<file path="config.mk">
export PLATFORM = sky130hd
export DESIGN_NAME = instruction_fetch_unit
export DESIGN_NICKNAME = d
export VERILOG_FILES = /design/src/rtl/instruction_fetch_unit.sv
export SDC_FILE = /design/constraint.sdc
export NUM_CORES = 1
export LEC_CHECK = 0
export BUFFER_PORTS_ARGS = -buffer_cell sky130_fd_sc_hd__buf_2
export CAP_MARGIN = 20
export CORE_ASPECT_RATIO = 1.4
export CORE_MARGIN = 1
export CORE_UTILIZATION = 35
export CTS_BUF_LIST = sky130_fd_sc_hd__clkbuf_2
export DETAILED_ROUTE_END_ITERATION = 16
export MAX_ROUTING_LAYER = met4
export SKIP_CTS_REPAIR_TIMING = 1
export SYNTH_ARGS = -nofsm -noshare
export SYNTH_HDL_FRONTEND = slang
export SYNTH_SLANG_ARGS = --single-unit
</file>
<file path="constraint.sdc">
create_clock -name Clock -period 2.26 [get_ports Clock]
set_clock_uncertainty 0.2 [all_clocks]
set_input_delay 0.452 -clock Clock [delete_from_list [all_inputs] [get_ports Clock]]
set_output_delay 0.452 -clock Clock [all_outputs]
set_load 0.01 [all_outputs]
</file>
<file path="src/rtl/instruction_fetch_unit.sv">
// Instruction fetch unit: reads a 16-bit instruction as two bytes into the IR.
// It latches the instruction in DECODE and holds it in DISPATCH until execute
// acknowledges it. Opcode HALT_OP parks the unit in HALT until reset.
// Control outputs follow the state. The one exception is FETCH_L, where Enable
// gates the memory access so that no read or PC increment happens while
// fetching is not permitted.
module instruction_fetch_unit #(
  parameter logic [2:0] ARF_PC_REGSEL   = 3'b011,
  parameter logic [2:0] ARF_NONE_REGSEL = 3'b111,
  parameter logic [1:0] ARF_INC         = 2'b01,
  parameter logic [1:0] ARF_PC_OUT      = 2'b00,
  parameter logic [5:0] HALT_OP         = 6'h3F
) (
  input  logic        Clock,
  input  logic        Reset,
  input  logic        Enable,
  input  logic [15:0] IROut,
  input  logic        Exec_Done,
  output logic        Mem_CS,
  output logic        Mem_WR,
  output logic        IR_Write,
  output logic        IR_LH,
  output logic [2:0]  ARF_RegSel,
  output logic [1:0]  ARF_FunSel,
  output logic [1:0]  ARF_OutDSel,
  output logic        Instr_Valid,
  output logic [5:0]  Opcode,
  output logic [9:0]  Operand,
  output logic [15:0] Instr_Count,
  output logic        Halted,
  output logic [2:0]  State
);

  typedef enum logic [2:0] {
    S_FETCH_L  = 3'd0,
    S_FETCH_H  = 3'd1,
    S_DECODE   = 3'd2,
    S_DISPATCH = 3'd3,
    S_HALT     = 3'd4
  } state_t;

  state_t      state_q, state_d;
  logic [15:0] instr_q, instr_d;
  logic [15:0] instr_count_q, instr_count_d;
  logic        fetch_active;

  // State, latched instruction and dispatch counter registers
  always_ff @(posedge Clock or posedge Reset) begin
    if (Reset) begin
      state_q       <= S_FETCH_L;
      instr_q       <= 16'h0000;
      instr_count_q <= 16'h0000;
    end else begin
      // NOTE: sequential state uses non-blocking assignments so every flop
      // samples pre-edge values regardless of statement order.
      state_q       <= state_d;
      instr_q       <= instr_d;
      instr_count_q <= instr_count_d;
    end
  end

  // Next-state, instruction latch and dispatch count
  always_comb begin
    // NOTE: every variable gets a hold value first so no path leaves it
    // unassigned, which would infer a latch.
    state_d       = state_q;
    instr_d       = instr_q;
    instr_count_d = instr_count_q;
    case (state_q)
      S_FETCH_L: begin
        if (Enable) state_d = S_FETCH_H;
      end
      S_FETCH_H: begin
        state_d = S_DECODE;
      end
      S_DECODE: begin
        instr_d = IROut;
        state_d = (IROut[15:10] == HALT_OP) ? S_HALT : S_DISPATCH;
      end
      S_DISPATCH: begin
        if (Exec_Done) begin
          instr_count_d = instr_count_q + 16'd1;
          state_d       = S_FETCH_L;
        end
      end
      S_HALT: begin
        state_d = S_HALT;
      end
      default: begin
        state_d = S_FETCH_L;
      end
    endcase
  end

  // Memory, IR and ARF controls: a PC read with increment while fetching, idle otherwise
  always_comb begin
    fetch_active = ((state_q == S_FETCH_L) && Enable) || (state_q == S_FETCH_H);
    Mem_CS       = 1'b1;
    Mem_WR       = 1'b0;
    IR_Write     = 1'b0;
    IR_LH        = 1'b0;
    ARF_RegSel   = ARF_NONE_REGSEL;
    ARF_FunSel   = 2'b00;
    ARF_OutDSel  = ARF_PC_OUT;
    if (fetch_active) begin
      Mem_CS     = 1'b0;
      IR_Write   = 1'b1;
      IR_LH      = (state_q == S_FETCH_H);
      ARF_RegSel = ARF_PC_REGSEL;
      ARF_FunSel = ARF_INC;
    end
  end

  assign Instr_Valid = (state_q == S_DISPATCH);
  assign Halted      = (state_q == S_HALT);
  assign State       = state_q;
  assign Opcode      = instr_q[15:10];
  assign Operand     = instr_q[9:0];
  assign Instr_Count = instr_count_q;

endmodule

</file>
# Word level (Yosys, flattened, before mapping)
# Cells that the tools add are included.
totals:
  output_inout_bits: 48
  ff_bits: 35
  inputBits: 20
op_classes:
  reduce_logical: 5
  n_addsub: 1
  n_eq_ne: 7
  muxes: 9
op_table:
  columns: ["cell", "count"]
  rows:
  - ["$add A16 B1 Y16 const B", 1]
  - ["$pmux W3 S5", 1]
  - ["$mux W3", 4]
  - ["$eq A3 B2 Y1 const B", 2]
  - ["$eq A6 B6 Y1 const B", 1]
  - ["$mux W1", 4]
  - ["$ne A2 B2 Y1 const B", 2]
  - ["$reduce_and A2 Y1", 2]
  - ["$eq A3 B1 Y1 const B", 1]
  - ["$eq A3 B3 Y1 const B", 1]
  - ["$logic_not A3 Y1", 1]
  - ["$logic_and A1 B1 Y1", 1]
  - ["$logic_or A1 B1 Y1", 1]

# Longest topological paths before layout
depth:
  ltp_word: 4
  ltp_mapped: 5
  mapped_depth_nobuf: 5

# Worst setup path before layout
# OpenSTA, ideal clock, no wires.
synth_timing:
  path_type: "register -> output"
  startpoint: "register state_q[1], in the netlist State[1]"
  endpoint: "output port ARF_RegSel[2]"
  stages_incl_launch_ff: 6
  n_path_buf: 2
  arrival_time_ns: 1.093
  setup_slack_ns: 0.515
  required_time_ns: 1.608
  cell_sequence: "dfrtp_1 > clkbuf_8 > nor2_1 > o21a_1 > inv_1 > buf_4"
synth_via:
  elab_chain_cells: 4
synth_rtl:
  columns: ["item", "line", "rtl"]
  rows:
  - ["from (decl)", "42", "state_t state_q, state_d;"]
  - ["from (signal assigned)", "56", "state_q <= state_d;"]
  - ["$logic_not A3 Y1", "97", "fetch_active = ((state_q == S_FETCH_L) && Enable) || (state_q == S_FETCH_H);"]
  - ["$logic_and A1 B1 Y1", "97", null]
  - ["$logic_or A1 B1 Y1 (*)", "97", null]
  - ["$mux W3 (*)", "105", "if (fetch_active) begin"]
  - ["to (decl)", "23", "output logic [2:0] ARF_RegSel,"]
# Mark *: on every way between the ends. The rest lies on a longest branch, timed or not.

# Worst setup path in the final report
layout_timing:
  startpoint: "register state_q[0], in the netlist State[0]"
  endpoint: "output port Halted"
layout_via:
  elab_chain_cells: 1
layout_rtl:
  columns: ["item", "line", "rtl"]
  rows:
  - ["$eq A3 B3 Y1", "115", "assign Halted = (state_q == S_HALT);"]
  - ["to (decl)", "30", "output logic Halted,"]
# No other way between the ends.

==> results.md <==
- The run finished with clean final reports.
- The clock passes through at most 2 buffers.
- In this run the horizontal extent of the chip is 59.9 µm.
- In the final layout, the share of cells above drive strength 1 is 46.7%.
- In this run the tool buffered the top-level ports with 61 buffer cells.
- The worst hold path startpoint is IROut[6].
- Synthesis handed over a netlist of 131 instances.
- The worst path in the final design needs a cycle of between 2000 and 2500 ps, including I/O delays and setup.
- After synthesis the netlist holds a flip-flop and latch count of 35.
- The final weighted congestion in routability-driven placement is 0.779.
- The clock insertion delay at the later pin of the skew report is 360 ps.
- Of the synthesized area, sequential elements account for 53.4%.
- The number of endpoints with negative hold slack in the final report is 0.
- For the final routed database, the setup TNS stands at 0 ps.
- TritonCTS built the clock tree.
- Leaving out fill and tap cells, the most frequent cells in the layout are buf_2, dfrtp_1, mux2_2.
- The total power density per cell area is 1090 nW/µm².
- The net switching power figure is 802 µW.
- In this run the clock root is driven by a clkbuf_2.
- The mean instance size in the synthesized netlist is 12.5 µm².
- The starting density of the core is 36.5%.
- Setup violations remaining at the end of the flow were counted as 0.
- The library cell used most frequently in the layout, excluding fill and tap cells, is buf_2.
- Setup repair after global routing left no endpoint under its margin.
- The number of different library cells used by synthesis comes to 30.
- The overall power of the completed layout is 2.18 mW.
- The die is 83 µm tall.
- The required time reported for the critical path endpoint is 1610 ps.
- In this run the cell area measured after placement is 1950 µm².
- For flop-to-flop paths, the worst setup slack is about 460 ps.
- The antenna diode count is 0.
- The clock net sink count is 35.
- The switching power as a share of total power is a little under two fifths.
- The worst register-to-register path begins at State[0].
- The fraction of post-synthesis cell area in the top cell type by area is 53.4%.
- Counting the fill cells in the layout gives 467.
- The cell depth of the worst min-delay path is 2.
- After routing the design area is 1990 µm².
- The number of violations reported at the end of detailed-routing iteration 0 is 32.
- In this run, CTS created clock tree buffers numbering 5.
- Internal power comes to 1.38 mW.
- The total track usage is 13.9%.
- The critical-path maximum fanout is 11.
- Sequential cells burn 46.4% of the power.
- The via count of the first global-routing pass is between 1000 and 1500.
- Summed over all layers, the global routing overflow is 0.
- Data on the critical path arrives at its endpoint at between 1000 and 1500 ps.
- For hold timing, the worst endpoint is instr_q[6].
- The initial antenna violation count is 0.
- In this run the remaining antenna-violating nets after routing total 0.
- The CTS clock-pin slew for the worst setup and hold paths is 180 ps.
- Max-cap violations in this run came to 0.
- The startpoint kind of the worst setup timing path is a register.
- In this run the cell area of the synthesized design comes to 1640 µm².
- Entering global routing, the biggest net connects 36 pins.
- The tightest min-delay check is of the in2reg type.
- The worst reg2reg path depth is 4.
- After detailed routing, the number of remaining DRC violations is 0.
- The portion of the clock cycle consumed by the worst path in the final layout is 93.8%.
- The number of placed I/O pins is 68.
- Once detailed placement completed, the half-perimeter wirelength came to 2.28 mm.
- The full die area is 4970 µm².
- In the routed layout, each cell is associated on average with a via count of 4.61.
- The core box area is roughly 4500 µm².
- The final max-slew violation count is 0.
- The final hold slack is 106 ps.
- IR analysis of the VDD net gives a maximum drop of 0.000560 V.
- During synthesis, Yosys emitted a total of 0 warnings.
- The maximum achievable frequency is 472 MHz.
- The via count is about 1200.
- The worst flop-to-flop path endpoint is Instr_Count[15].
- The number of placement rows is 29.
- The leading area contributor after synthesis is dfrtp_1.
- After detailed routing, the total wire length is approximately 3.1 mm.
- The static leakage power is 1.03 nW.
- From synthesis to final layout, the design area changed by 21.5%.
- The wire length of the first global-routing pass is 5.06 mm.
- By area the synthesized netlist is led by dfrtp_1, mux2_2, xnor2_1.
- Dividing the detail-routed wire length by the instance count gives 12.1 µm.
- The net count of the finished layout is 215.
- The part of the total power dissipated in combinational logic is 41.0%.
- The deepest level of the CTS H-tree is 2.
- The critical path is of the reg2out type.
- Of the total power, the clock network draws between 10% and 20%.
- Before antenna repair, the detailed router went through 4 iterations.
- The type of element capturing the critical path is an output pin.
sequential cells by signal, summed over array words and instances, names as in the netlist:
register and flops:
Instr_Count 16, State 3, instr_q 16
power groups by stage:
stage	registers, mW	logic [mW]	clock network, mW
2_1_floorplan	1.06	0.601	0
3_3_place_gp	1.02	0.904	0
3_5_place_dp	1.03	0.908	0
4_1_cts	1.01	0.911	0.288
5_1_grt	1.05	0.978	0.315
6_report	1.01	0.895	0.273
worst max path at each step:
stage	start	end	cells after the start
floorplan	State[1]	ARF_RegSel[2]	5
global placement	State[0]	Instr_Count[13]	4
detailed placement	State[0]	Instr_Count[15]	4
CTS	State[0]	Halted	3
global route	State[0]	Halted	3
finish	State[0]	Halted	3
layer usage:
| layer | up-vias | track usage [%] | share of wire (%) |
|---|---|---|---|
| met2 | 50 | 22.0 | 49 |
| met3 | 4 | 4.98 | 7.1 |
| met4 | 0 | 5.71 | 1.5 |
| met5 | - | - | 0 |
| met1 | 564 | 15.4 | 42 |
| li1 | 568 | - | - |
cells in the mapped netlist:
master     count
dfrtp_1       35
mux2_2        16
xnor2_1       12
nand2_1       11
buf_4          8
nand4_1        7
nand3_1        6
nor2_1         5
buf_6          3
inv_1          3
xor2_1         3
a21oi_1        2
and4_1         2
conb_1         2
a2bb2oi_1      1
a41o_1         1
and2_1         1
and2_2         1
and3_1         1
and3b_2        1
and4b_2        1
clkbuf_8       1
ha_1           1
nand3b_1       1
nand4b_4       1
nor3b_1        1
nor3b_4        1
nor4_1         1
nor4_4         1
o21a_1         1
final cells by class:
cell class | instances | area (µm²) | area share, %
Multi-Input combinational cell | 85 | 661 | 33.1
Clock buffer | 6 | 30.0 | 1.51
Tap cell | 62 | 77.6 | 3.89
Timing Repair Buffer | 64 | 330 | 16.6
Sequential cell | 35 | 876 | 43.9
Clock inverter | 2 | 7.51 | 0.377
Inverter | 3 | 11.3 | 0.565
per-stage QoR:
step / utilization (%) / setup WS (ps) / cells
3_3_place_gp: 43.2 / 490 / 248
6_report: 44.3 / 140 / 257
3_5_place_dp: 43.2 / 472 / 248
5_1_grt: 44.3 / 5.85 / 257
2_1_floorplan: - / 515 / 135
4_1_cts: 44.1 / 99.7 / 256
logic make-up after synthesis:
family,synth area share (%)
adder cells (fa/ha/maj),0.763
AND/OR/NAND/NOR,16.9
other,0.458
multiplexers,11.0
AO/OA/AOI/OAI,2.21
flip-flops,53.4
XOR/XNOR,8.01
buffers and inverters,7.25
worst max-delay path, stage by stage, from the launching register on:
cell     delay (ps)
dfrtp_1         630
nor2_1          120
and2_2          220
buf_2           140
No activity file was read; power rests on OpenSTA's default activity.
